## src/rtl/ic_dma_rd_pkg.sv

```systemverilog
// Shared types and AXI constants for the icache DMA read responder.
// The IC_DMA_TIMEOUT_EN build makes the ST_DRAIN state reachable.
package ic_dma_pkg;

    typedef enum logic [2:0] {
        ST_IDLE,
        ST_AR,
        ST_R,
        ST_ACK,
        ST_HOLD,
        ST_DRAIN
    } state_t;

    localparam logic [7:0]  ARLEN_SINGLE = 8'd0;
    localparam logic [2:0]  ARSIZE_16B   = 3'b100;
    localparam logic [1:0]  ARBURST_INCR = 2'b01;
    localparam logic [1:0]  RESP_OKAY    = 2'b00;

    // Clears the byte offset within a 16-byte line; truncated to the address width at use
    localparam logic [63:0] LINE_MASK    = ~64'hF;

endpackage

```

## src/rtl/ic_dma_rd_if.sv

```systemverilog
// Request and AXI read-channel bundle for ic_dma_rd.
// slave = the responder's view, master = the requester/interconnect view.
interface ic_dma_rd_if #(
    parameter int unsigned ADDR_W = 33,
    parameter int unsigned DATA_W = 128
);
    logic [ADDR_W-1:0] req_addr;
    logic              req_valid;
    logic              req_ack;
    logic [DATA_W-1:0] req_data;

    logic [ADDR_W-1:0] m_axi_araddr;
    logic [7:0]        m_axi_arlen;
    logic [2:0]        m_axi_arsize;
    logic [1:0]        m_axi_arburst;
    logic              m_axi_arvalid;
    logic              m_axi_arready;
    logic [DATA_W-1:0] m_axi_rdata;
    logic [1:0]        m_axi_rresp;
    logic              m_axi_rlast;
    logic              m_axi_rvalid;
    logic              m_axi_rready;

    modport slave (
        input  req_addr, req_valid,
        output req_ack, req_data,
        output m_axi_araddr, m_axi_arlen, m_axi_arsize, m_axi_arburst, m_axi_arvalid,
        input  m_axi_arready,
        input  m_axi_rdata, m_axi_rresp, m_axi_rlast, m_axi_rvalid,
        output m_axi_rready
    );

    modport master (
        output req_addr, req_valid,
        input  req_ack, req_data,
        input  m_axi_araddr, m_axi_arlen, m_axi_arsize, m_axi_arburst, m_axi_arvalid,
        output m_axi_arready,
        output m_axi_rdata, m_axi_rresp, m_axi_rlast, m_axi_rvalid,
        input  m_axi_rready
    );

endinterface

```

## src/rtl/ic_dma_rd_wdog.sv

```systemverilog
// Loadable down-counting watchdog for the R-channel wait of ic_dma_rd.
// Only instantiated when IC_DMA_TIMEOUT_EN is defined.
module ic_dma_wdog #(
    parameter int unsigned LIMIT_W = 11
) (
    input  logic               clk,
    input  logic               rst_n,
    input  logic               clr,
    input  logic               en,
    input  logic [LIMIT_W-1:0] limit,
    output logic               expire
);

    logic [LIMIT_W-1:0] cnt_q;

    // Reloaded while idle so the first enabled cycle sees the full limit
    always_ff @(posedge clk or negedge rst_n) begin
        if (!rst_n) begin
            cnt_q <= '0;
        end else if (clr) begin
            cnt_q <= limit;
        end else if (en && !expire) begin
            cnt_q <= cnt_q - LIMIT_W'(1);
        end
    end

    assign expire = en && (cnt_q <= LIMIT_W'(1));

endmodule

```

## src/rtl/ic_dma_rd.sv

```systemverilog
// Single-beat AXI4 read responder for icache line requests.
// Define IC_DMA_TIMEOUT_EN to add the R-channel watchdog and DRAIN recovery.
module ic_dma_rd
    import ic_dma_pkg::*;
#(
    parameter int unsigned ADDR_W         = 33,
    parameter int unsigned DATA_W         = 128,
    parameter int unsigned TIMEOUT_CYCLES = 1024
) (
    input  logic        clk,
    input  logic        rst_n,
    input  logic        stop,
    ic_dma_rd_if.slave  bus,
    output logic        busy,
    output logic [15:0] err_cnt
);

    state_t              state_q, state_d;
    logic                abort_q, abort_d;
    logic [ADDR_W-1:0]   araddr_q, araddr_d;
    logic [DATA_W-1:0]   data_q, data_d;
    logic [15:0]         err_q, err_d;
    logic                arvalid_q, arvalid_d;
    logic                rready_q, rready_d;
    logic                ack_q, ack_d;
    logic                busy_q, busy_d;

    logic                ar_hs, r_hs, tmo;
    logic                r_beat, r_tmo, aborting;

    assign ar_hs    = arvalid_q & bus.m_axi_arready;
    assign r_hs     = rready_q & bus.m_axi_rvalid;
    assign r_beat   = (state_q == ST_R) && r_hs;
    assign r_tmo    = (state_q == ST_R) && !r_hs && tmo;
    assign aborting = abort_q | stop;

`ifdef IC_DMA_TIMEOUT_EN
    localparam int unsigned TMO_W = $clog2(TIMEOUT_CYCLES + 1);

    ic_dma_wdog #(.LIMIT_W(TMO_W)) u_wdog (
        .clk    (clk),
        .rst_n  (rst_n),
        .clr    (state_q != ST_R),
        .en     (state_q == ST_R),
        .limit  (TMO_W'(TIMEOUT_CYCLES)),
        .expire (tmo)
    );
`else
    logic unused_tmo_cfg;
    assign unused_tmo_cfg = ^TIMEOUT_CYCLES;
    assign tmo = 1'b0;
`endif

    always_ff @(posedge clk or negedge rst_n) begin
        if (!rst_n) begin
            state_q   <= ST_IDLE;
            abort_q   <= 1'b0;
            araddr_q  <= '0;
            data_q    <= '0;
            err_q     <= '0;
            arvalid_q <= 1'b0;
            rready_q  <= 1'b0;
            ack_q     <= 1'b0;
            busy_q    <= 1'b0;
        end else begin
            state_q   <= state_d;
            abort_q   <= abort_d;
            araddr_q  <= araddr_d;
            data_q    <= data_d;
            err_q     <= err_d;
            arvalid_q <= arvalid_d;
            rready_q  <= rready_d;
            ack_q     <= ack_d;
            busy_q    <= busy_d;
        end
    end

    always_comb begin
        state_d = state_q;
        abort_d = abort_q;
        unique case (state_q)
            ST_IDLE: begin
                if (bus.req_valid) state_d = ST_AR;
            end
            ST_AR: begin
                if (stop)  abort_d = 1'b1;
                if (ar_hs) state_d = ST_R;
            end
            ST_R: begin
                if (stop) abort_d = 1'b1;
                if (r_hs) begin
                    state_d = aborting ? ST_HOLD : ST_ACK;
                    abort_d = 1'b0;
                end else if (tmo) begin
                    state_d = ST_DRAIN;
                    abort_d = 1'b0;
                end
            end
            ST_ACK:   state_d = ST_HOLD;
            ST_HOLD:  state_d = ST_IDLE;
            ST_DRAIN: begin
                if (r_hs && bus.m_axi_rlast) state_d = ST_HOLD;
            end
            default:  state_d = ST_IDLE;
        endcase
    end

    // Outputs are computed from the next state and registered, so nothing
    // combinational reaches the ports.
    always_comb begin
        arvalid_d = (state_d == ST_AR);
        rready_d  = (state_d == ST_R) || (state_d == ST_DRAIN);
        busy_d    = (state_d != ST_IDLE);
        ack_d     = (state_d == ST_ACK) || (r_tmo && !aborting);

        araddr_d = araddr_q;
        if ((state_q == ST_IDLE) && bus.req_valid) begin
            araddr_d = bus.req_addr & ADDR_W'(LINE_MASK);
        end

        data_d = data_q;
        if (r_beat && !aborting) begin
            data_d = bus.m_axi_rdata;
        end else if (r_tmo && !aborting) begin
            data_d = '0;
        end

        err_d = err_q;
        if (((r_beat && (bus.m_axi_rresp != RESP_OKAY)) || r_tmo) && (err_q != 16'hFFFF)) begin
            err_d = err_q + 16'd1;
        end
    end

    assign bus.m_axi_araddr  = araddr_q;
    assign bus.m_axi_arlen   = ARLEN_SINGLE;
    assign bus.m_axi_arsize  = ARSIZE_16B;
    assign bus.m_axi_arburst = ARBURST_INCR;
    assign bus.m_axi_arvalid = arvalid_q;
    assign bus.m_axi_rready  = rready_q;
    assign bus.req_ack       = ack_q;
    assign bus.req_data      = data_q;
    assign busy              = busy_q;
    assign err_cnt           = err_q;

endmodule

```

## src/flat_wrapper.sv

```systemverilog
// flat-port wrapper written by rule: the top's interface ports become plain ports
module ic_dma_rd_flat import ic_dma_pkg::*;
#(
    parameter int unsigned ADDR_W         = 33,
    parameter int unsigned DATA_W         = 128,
    parameter int unsigned TIMEOUT_CYCLES = 1024
)
  (clk, rst_n, stop, busy, err_cnt, bus_req_addr, bus_req_valid, bus_req_ack, bus_req_data, bus_m_axi_araddr, bus_m_axi_arlen, bus_m_axi_arsize, bus_m_axi_arburst, bus_m_axi_arvalid, bus_m_axi_arready, bus_m_axi_rdata, bus_m_axi_rresp, bus_m_axi_rlast, bus_m_axi_rvalid, bus_m_axi_rready);
  ic_dma_rd_if #(.ADDR_W(ADDR_W), .DATA_W(DATA_W)) bus_i ();
  input  logic clk;
  input  logic rst_n;
  input  logic stop;
  output logic busy;
  output logic [15:0] err_cnt;
  input wire logic [$bits(bus_i.req_addr)-1:0] bus_req_addr;
  input wire logic [$bits(bus_i.req_valid)-1:0] bus_req_valid;
  output wire logic [$bits(bus_i.req_ack)-1:0] bus_req_ack;
  output wire logic [$bits(bus_i.req_data)-1:0] bus_req_data;
  output wire logic [$bits(bus_i.m_axi_araddr)-1:0] bus_m_axi_araddr;
  output wire logic [$bits(bus_i.m_axi_arlen)-1:0] bus_m_axi_arlen;
  output wire logic [$bits(bus_i.m_axi_arsize)-1:0] bus_m_axi_arsize;
  output wire logic [$bits(bus_i.m_axi_arburst)-1:0] bus_m_axi_arburst;
  output wire logic [$bits(bus_i.m_axi_arvalid)-1:0] bus_m_axi_arvalid;
  input wire logic [$bits(bus_i.m_axi_arready)-1:0] bus_m_axi_arready;
  input wire logic [$bits(bus_i.m_axi_rdata)-1:0] bus_m_axi_rdata;
  input wire logic [$bits(bus_i.m_axi_rresp)-1:0] bus_m_axi_rresp;
  input wire logic [$bits(bus_i.m_axi_rlast)-1:0] bus_m_axi_rlast;
  input wire logic [$bits(bus_i.m_axi_rvalid)-1:0] bus_m_axi_rvalid;
  output wire logic [$bits(bus_i.m_axi_rready)-1:0] bus_m_axi_rready;
  assign bus_i.req_addr = bus_req_addr;
  assign bus_i.req_valid = bus_req_valid;
  assign bus_req_ack = bus_i.req_ack;
  assign bus_req_data = bus_i.req_data;
  assign bus_m_axi_araddr = bus_i.m_axi_araddr;
  assign bus_m_axi_arlen = bus_i.m_axi_arlen;
  assign bus_m_axi_arsize = bus_i.m_axi_arsize;
  assign bus_m_axi_arburst = bus_i.m_axi_arburst;
  assign bus_m_axi_arvalid = bus_i.m_axi_arvalid;
  assign bus_i.m_axi_arready = bus_m_axi_arready;
  assign bus_i.m_axi_rdata = bus_m_axi_rdata;
  assign bus_i.m_axi_rresp = bus_m_axi_rresp;
  assign bus_i.m_axi_rlast = bus_m_axi_rlast;
  assign bus_i.m_axi_rvalid = bus_m_axi_rvalid;
  assign bus_m_axi_rready = bus_i.m_axi_rready;
  ic_dma_rd #(.ADDR_W(ADDR_W), .DATA_W(DATA_W), .TIMEOUT_CYCLES(TIMEOUT_CYCLES)) u_core (.clk(clk), .rst_n(rst_n), .stop(stop), .bus(bus_i), .busy(busy), .err_cnt(err_cnt));
endmodule
```

## config.mk

```make
export PLATFORM = sky130hd
export DESIGN_NAME = ic_dma_rd_flat
export DESIGN_NICKNAME = d
export VERILOG_FILES = /design/src/rtl/ic_dma_rd_pkg.sv /design/src/rtl/ic_dma_rd_if.sv /design/src/rtl/ic_dma_rd_wdog.sv /design/src/rtl/ic_dma_rd.sv /design/src/flat_wrapper.sv
export SDC_FILE = /design/constraint.sdc
export NUM_CORES = 1
export LEC_CHECK = 0
export BUFFER_PORTS_ARGS = -buffer_cell sky130_fd_sc_hd__buf_4
export CAP_MARGIN = 10
export CORE_AREA = 2 2 140 142
export DETAILED_ROUTE_END_ITERATION = 7
export DIE_AREA = 0 0 142 144
export PLACE_DENSITY = 0.8
export SYNTH_ARGS = -nofsm -noshare
export SYNTH_HDL_FRONTEND = slang
export SYNTH_SLANG_ARGS = --single-unit
export TNS_END_PERCENT = 30
```

## constraint.sdc

```tcl
create_clock -name clk -period 4.9 [get_ports clk]
set_input_delay 0.245 -clock clk [delete_from_list [all_inputs] [get_ports clk]]
set_output_delay 0.245 -clock clk [all_outputs]
set_load 0.01 [all_outputs]
```

==> results of run 1 <==
## layout make-up
type                    count  share of cell area
multi-input cells         256              0.2280
inverters                   3            0.001073
well taps                 238             0.02838
clock inverters            12             0.01824
clock buffers              19             0.04316
repair buffers            348              0.2496
flip-flops and latches    181              0.4316
## flip-flops by register name, indices dropped and copies added (netlist names)
name,count
u_core.busy,1
u_core.abort_q,1
u_core.bus.m_axi_araddr,29
u_core.err_cnt,16
u_core.bus.m_axi_arvalid,1
u_core.state_q,3
u_core.bus.req_ack,1
u_core.bus.m_axi_rready,1
u_core.bus.req_data,128
## stage by stage
stage | util | instance area (sq um) | instances
2_1_floorplan | - | 7233 | 476
3_5_place_dp | 0.5157 | 9839 | 1025
5_1_grt | 0.5500 | 10490 | 1057
6_report | 0.5500 | 10490 | 1057
4_1_cts | 0.5500 | 10490 | 1057
3_3_place_gp | 0.5157 | 9839 | 1025
## report_power, final
| group | internal (mW) | leakage, nW | switching [mW] | total, mW |
|---|---|---|---|---|
| Clock | 0.892 | 0.311 | 0.594 | 1.49 |
| Combinational | 0.556 | 2.83 | 0.384 | 0.940 |
| Sequential | 1.72 | 2.44 | 0.138 | 1.86 |
## kinds of logic (layout without fill, tap and decap cells)
logic type	count (synthesis)	after routing	synth area share
DFF	181	181	0.6311
muxes	160	160	0.2509
and+or+nand+nor	54	54	0.04568
buffers and inverters	39	382	0.04341
xor gates and xnor gates	13	13	0.01586
AOI/OAI and AO/OA	11	11	0.01029
other	2	17	0.001046
adders and majority gates	1	1	0.001743
## worst reg2reg max path, stage by stage (launching register included)
cell	delay, ns
dfrtp_1	0.44
nand4b_2	0.30
nor4_4	0.20
buf_4	0.73
mux2_2	0.52
## cells in the final DEF (no fill, tap or decap), drive strengths merged, types with 6 or more instances in the layout
master | Yosys | layout
buf | 36 | 347
dfrtp | 181 | 181
mux2 | 159 | 159
clkbuf | 0 | 19
conb | 2 | 17
xnor2 | 13 | 13
nand3 | 11 | 11
nand2 | 8 | 8
nand4 | 8 | 8
inv | 3 | 7
nor2 | 6 | 6
and3 | 6 | 6
## final timing paths
check | startpoint | endpoint | cells past startpoint
max | u_core.state_q[0] | u_core.bus.req_data[87] | 4
min in group asynchronous | rst_n | u_core.bus.req_data[1] | 2
min reg2reg | u_core.bus.req_data[1] | u_core.bus.req_data[1] | 1
max reg2reg | u_core.state_q[0] | u_core.bus.req_data[87] | 4
max in group asynchronous | rst_n | u_core.bus.req_data[41] | 3
min | bus_m_axi_rdata[1] | u_core.bus.req_data[1] | 2
## layer usage
metal,routed length (um),global-route usage,part of all wire,vias up
met5,0,0,0,-
met4,163,0.03947,0.0095,0
met3,1143,0.04868,0.067,11
met2,9020,0.2843,0.53,194
met1,6808,0.1931,0.40,2445
li1,-,-,-,2289
## what timing repair did
action / 4_1_cts / 5_1_grt
hold endpoints to repair: 82 / 0
gates resized for setup: 0 / 0
setup buffers: 0 / 0
hold buffers: 1 / 0
==> impl_metrics.yaml, run 1 <==
outcome:
  status: "completed"
synthesis:
  netlist_top_cells_count: "dfrtp_1 (181), mux2_2 (149), buf_4 (18), xnor2_1 (13), buf_6 (12)"
  synth_edf_count: 0
  synth_area_sq_mm: 0.007177
  synth_seq_area_share: 0.6311
  ys_types: 36
  yosysMostFrequentCell: "dfrtp_1"
  synth_seq_cells: 181
  syn_inst: 461
  yosysWarningCount: 0
  synth_top_area_share: 0.6311
  synth_area_leaders: "dfrtp_1 (63%), mux2_2 (23%), buf_4 (1.9%), buf_6 (1.9%), xnor2_1 (1.6%)"
  postSynthAreaPerCell_sq_um: 15.57
  yosysTopAreaCell: "dfrtp_1"
  synthArstFlopShare: 1.000
  synthFlopType: "dfrtp_1"
pwr:
  p_per_area_mw_per_mm2: 408.5
  design_power_total_mw: 4.286
  leakage_nw: 5.585
  max-vdd-ir-drop_mv: 0.2658
setup_path:
  cp.required_ns: 5.19
  path_delay_family: "buffers and inverters"
  end_kind: "register"
  cp-start-kind: "register"
  slowest_delay_ns: 0.73
  timing.critical_path.cells: "nand4b_2, nor4_4, buf_4, mux2_2"
  cp_slowest_cell: "buf_4"
  r2r_slack_ns: 2.60
  critical_path_buf_inv_count: 1
  cp_max_fo: 74
  cp.arrival_ns: 2.59
  crit_type: "register to register"
floorplan:
  die_y_um: 144
  core_area_sq_mm: 0.01908
  dieWidth_um: 142
  start_util: 0.3762
  dieArea_sq_mm: 0.02045
  rows: 51
  ioPinCount: 364
final_layout:
  syn2layout_area_growth_pct: 46.22
  regArea_sq_mm: 0.004529
  final_layout_size_suffix_gt1_frac: 0.6459
  antenna_cells: 0
  n_fill_cell: 1602
  final_nets: 978
  multi_input_area_sq_mm: 0.002392
placed_design:
  dp_hpwl_um: 12730
  dp_slack_ns: 2.621
  io_buffers: 342
  place.gp.congestion: 0.7410
global_routing:
  grt_pass1_wl_um: 25700
  grt_pass1_vias: 4927
  grt_max_degree: 85
  track_usage: 0.1609
  antenna_found_initial: 0
  grt_overflow: 0
clock_network:
  h-tree-depth: 4
  numCtsBuffers: 17
  clock-root-buffer: "clkbuf_16"
  cts_tree: "done"
  cts.sinks: 181
  cts_buffer_depth: 2
  cts.clk_slew.worst_paths_ns: 0.07
  clk_latency_ns: 0.41
routing:
  drt-pass1-iter-count: 4
  remaining_drc_errors: 0
  wl_um: 17140
  route.vias.total: 4939
  wl_per_cell_um: 16.21
  ant_nets: 0
  vias_per_cell: 4.673
  drt_iter0_markers: 96
timing:
  setup_viol: 0
  finalHoldViolations: 0
  worst_pin_slew_ns: 0.9598
  whs_ns: 0.04536
  post-route-min-period_ns: 2.301
  slew_violations: 0
  rsz0062_at_grt: "no"
  final.period_utilization: 0.4697
  slew-limit-headroom: 0.3601
  fin_setup_tns_ns: 0
  setup_slack_ns: 2.599
  fmax_mhz: 434.5
  clock_skew_ns: 0.01457
run:
  maxCapViolations: 0
min_path:
  hp-class: "input port to register"
No activity file was read; power rests on OpenSTA's default activity.
==> run 2, diff against run 1 <==
--- a/config.mk
+++ b/config.mk
@@ -7,10 +7,10 @@
 export LEC_CHECK = 0
 export BUFFER_PORTS_ARGS = -buffer_cell sky130_fd_sc_hd__buf_4
 export CAP_MARGIN = 10
-export CORE_AREA = 2 2 140 142
+export CORE_ASPECT_RATIO = 0.7
+export CORE_UTILIZATION = 41
 export DETAILED_ROUTE_END_ITERATION = 7
-export DIE_AREA = 0 0 142 144
-export PLACE_DENSITY = 0.8
+export PLACE_DENSITY = 0.87
 export SYNTH_ARGS = -nofsm -noshare
 export SYNTH_HDL_FRONTEND = slang
 export SYNTH_SLANG_ARGS = --single-unit
==> constraint.sdc (replaced) <==
create_clock -name clk -period 2.1 [get_ports clk]
set_input_delay 0.105 -clock clk [delete_from_list [all_inputs] [get_ports clk]]
set_output_delay 0.105 -clock clk [all_outputs]
set_load 0.01 [all_outputs]
==> impl_metrics.yaml, run 2 (same netlist as run 1, synthesis figures left out) <==
setup_path:
  cp.arrival_ns: 2.29
  cp-start-kind: "register"
  cp.required_ns: 2.40
  end_kind: "register"
  cp_max_fo: 22
  crit_type: "register to register"
  r2r_slack_ns: 0.11
final_layout:
  final_layout_size_suffix_gt1_frac: 0.5456
  fin_cells: 1217
  stdcell_area_sq_mm: 0.01214
  largest_reg_flops: 128
  most-common-layout-cells: "buf_4 (347), dfrtp_1 (181), dlygate4sd3_1 (159)"
  antenna_cells: 0
  final_common_cell: "buf_4"
  final_nets: 1144
  syn2layout_area_growth_pct: 69.09
clock_network:
  cts_buffer_depth: 2
  clk_latency_ns: 0.42
  numCtsBuffers: 17
  cts_tree: "done"
  clock-root-buffer: "clkbuf_16"
  h-tree-depth: 4
  cts.sinks: 181
  cts.clk_slew.worst_paths_ns: 0.07
timing:
  slew_violations: 0
  post-route-min-period_ns: 1.992
  clock_skew_ns: 0.01044
  final.period_utilization: 0.9486
  slew-limit-headroom: 0.5433
  whs_ns: 0.03079
  rsz0062_at_grt: "no"
  fin_setup_tns_ns: 0
  setup_viol: 0
  fmax_mhz: 502.0
  finalHoldViolations: 0
  worst_pin_slew_ns: 0.6787
routing:
  route.vias.total: 5790
  wl_um: 23170
  drt_iter0_markers: 309
  drt-pass1-iter-count: 4
  remaining_drc_errors: 0
  vias_per_cell: 4.758
  ant_nets: 0
  wl_per_cell_um: 19.03
placed_design:
  placed_area_sq_mm: 0.009978
  dp_cells: 1026
  io_buffers: 342
  place.gp.congestion: 0.8256
  dp_hpwl_um: 13800
pwr:
  max-vdd-ir-drop_mv: 0.6272
  leakage_nw: 6.269
  p_per_area_mw_per_mm2: 823.4
outcome:
  status: "completed"
floorplan:
  dieArea_sq_mm: 0.01805
  rows: 40
  ioPinCount: 364
  dieWidth_um: 160.1
  die_y_um: 112.7
  core_area_sq_mm: 0.01712
  start_util: 0.4193
min_path:
  hp-class: "input port to register"
global_routing:
  antenna_found_initial: 0
  grt_overflow: 0
  track_usage: 0.2590
  grt_pass1_wl_um: 35830
  grt_pass1_vias: 6374
  grt_max_degree: 64
run:
  maxCapViolations: 0
[run 2: cell type report]
type	instances	area, sq um
clock buffers	17	425.4
clock inverters	15	140.1
fillers	1096	4981
inverters	3	11.26
multi-input cells	256	2392
flip-flops and latches	181	4529
well taps	231	289.0
repair buffers	514	4348
[run 2: metrics by stage]
stage	util	power, mW	setup WS, ns
finish	0.7090	9.993	0.1079
global route	0.7090	10.43	0.02161
CTS	0.7090	9.952	0.1347
detailed placement	0.5830	6.656	0.1378
global placement	0.5830	6.568	0.1930
floorplan	-	5.334	0.4040
[run 2: metal layers]
layer	global-route usage	wire (um)	up-vias
met2	0.4649	12180	222
met4	0.08381	514	0
met1	0.3010	9122	2901
met5	0	0	-
met3	0.07185	1348	36
li1	-	-	2631
[run 2: worst max-delay path, cell delays in order (launching register included)]
cell	delay, ns
dfrtp_1	0.45
nand4b_2	0.31
nor4_4	0.26
buf_4	0.27
buf_12	0.20
mux2_2	0.37
[run 2: where the power goes]
group	internal (mW)	leakage (nW)	total, mW	switching [mW]
clock network	1.57	0.270	3.06	1.49
registers	4.02	2.44	4.39	0.372
logic	1.52	3.56	2.54	1.02
[run 2: what timing repair did]
| action | 4_1_cts | 5_1_grt |
|---|---|---|
| endpoints found under the setup margin | 0 | 0 |
| hold buffers | 159 | 0 |
| buffers inserted | 0 | 0 |
| resized for setup | 0 | 0 |
| endpoints found under the hold margin | 207 | 0 |
[run 2: path summary, 6_finish.rpt]
kind	startpoint	end	cells after the start
worst min register to register	u_core.bus.req_data[4]	u_core.bus.req_data[4]	1
worst min-delay path	stop	u_core.abort_q	3
max in group asynchronous	rst_n	u_core.bus.req_data[122]	3
worst max-delay path	u_core.state_q[0]	u_core.bus.req_data[81]	5
min in group asynchronous	rst_n	u_core.bus.req_data[94]	2
worst max register to register	u_core.state_q[0]	u_core.bus.req_data[81]	5
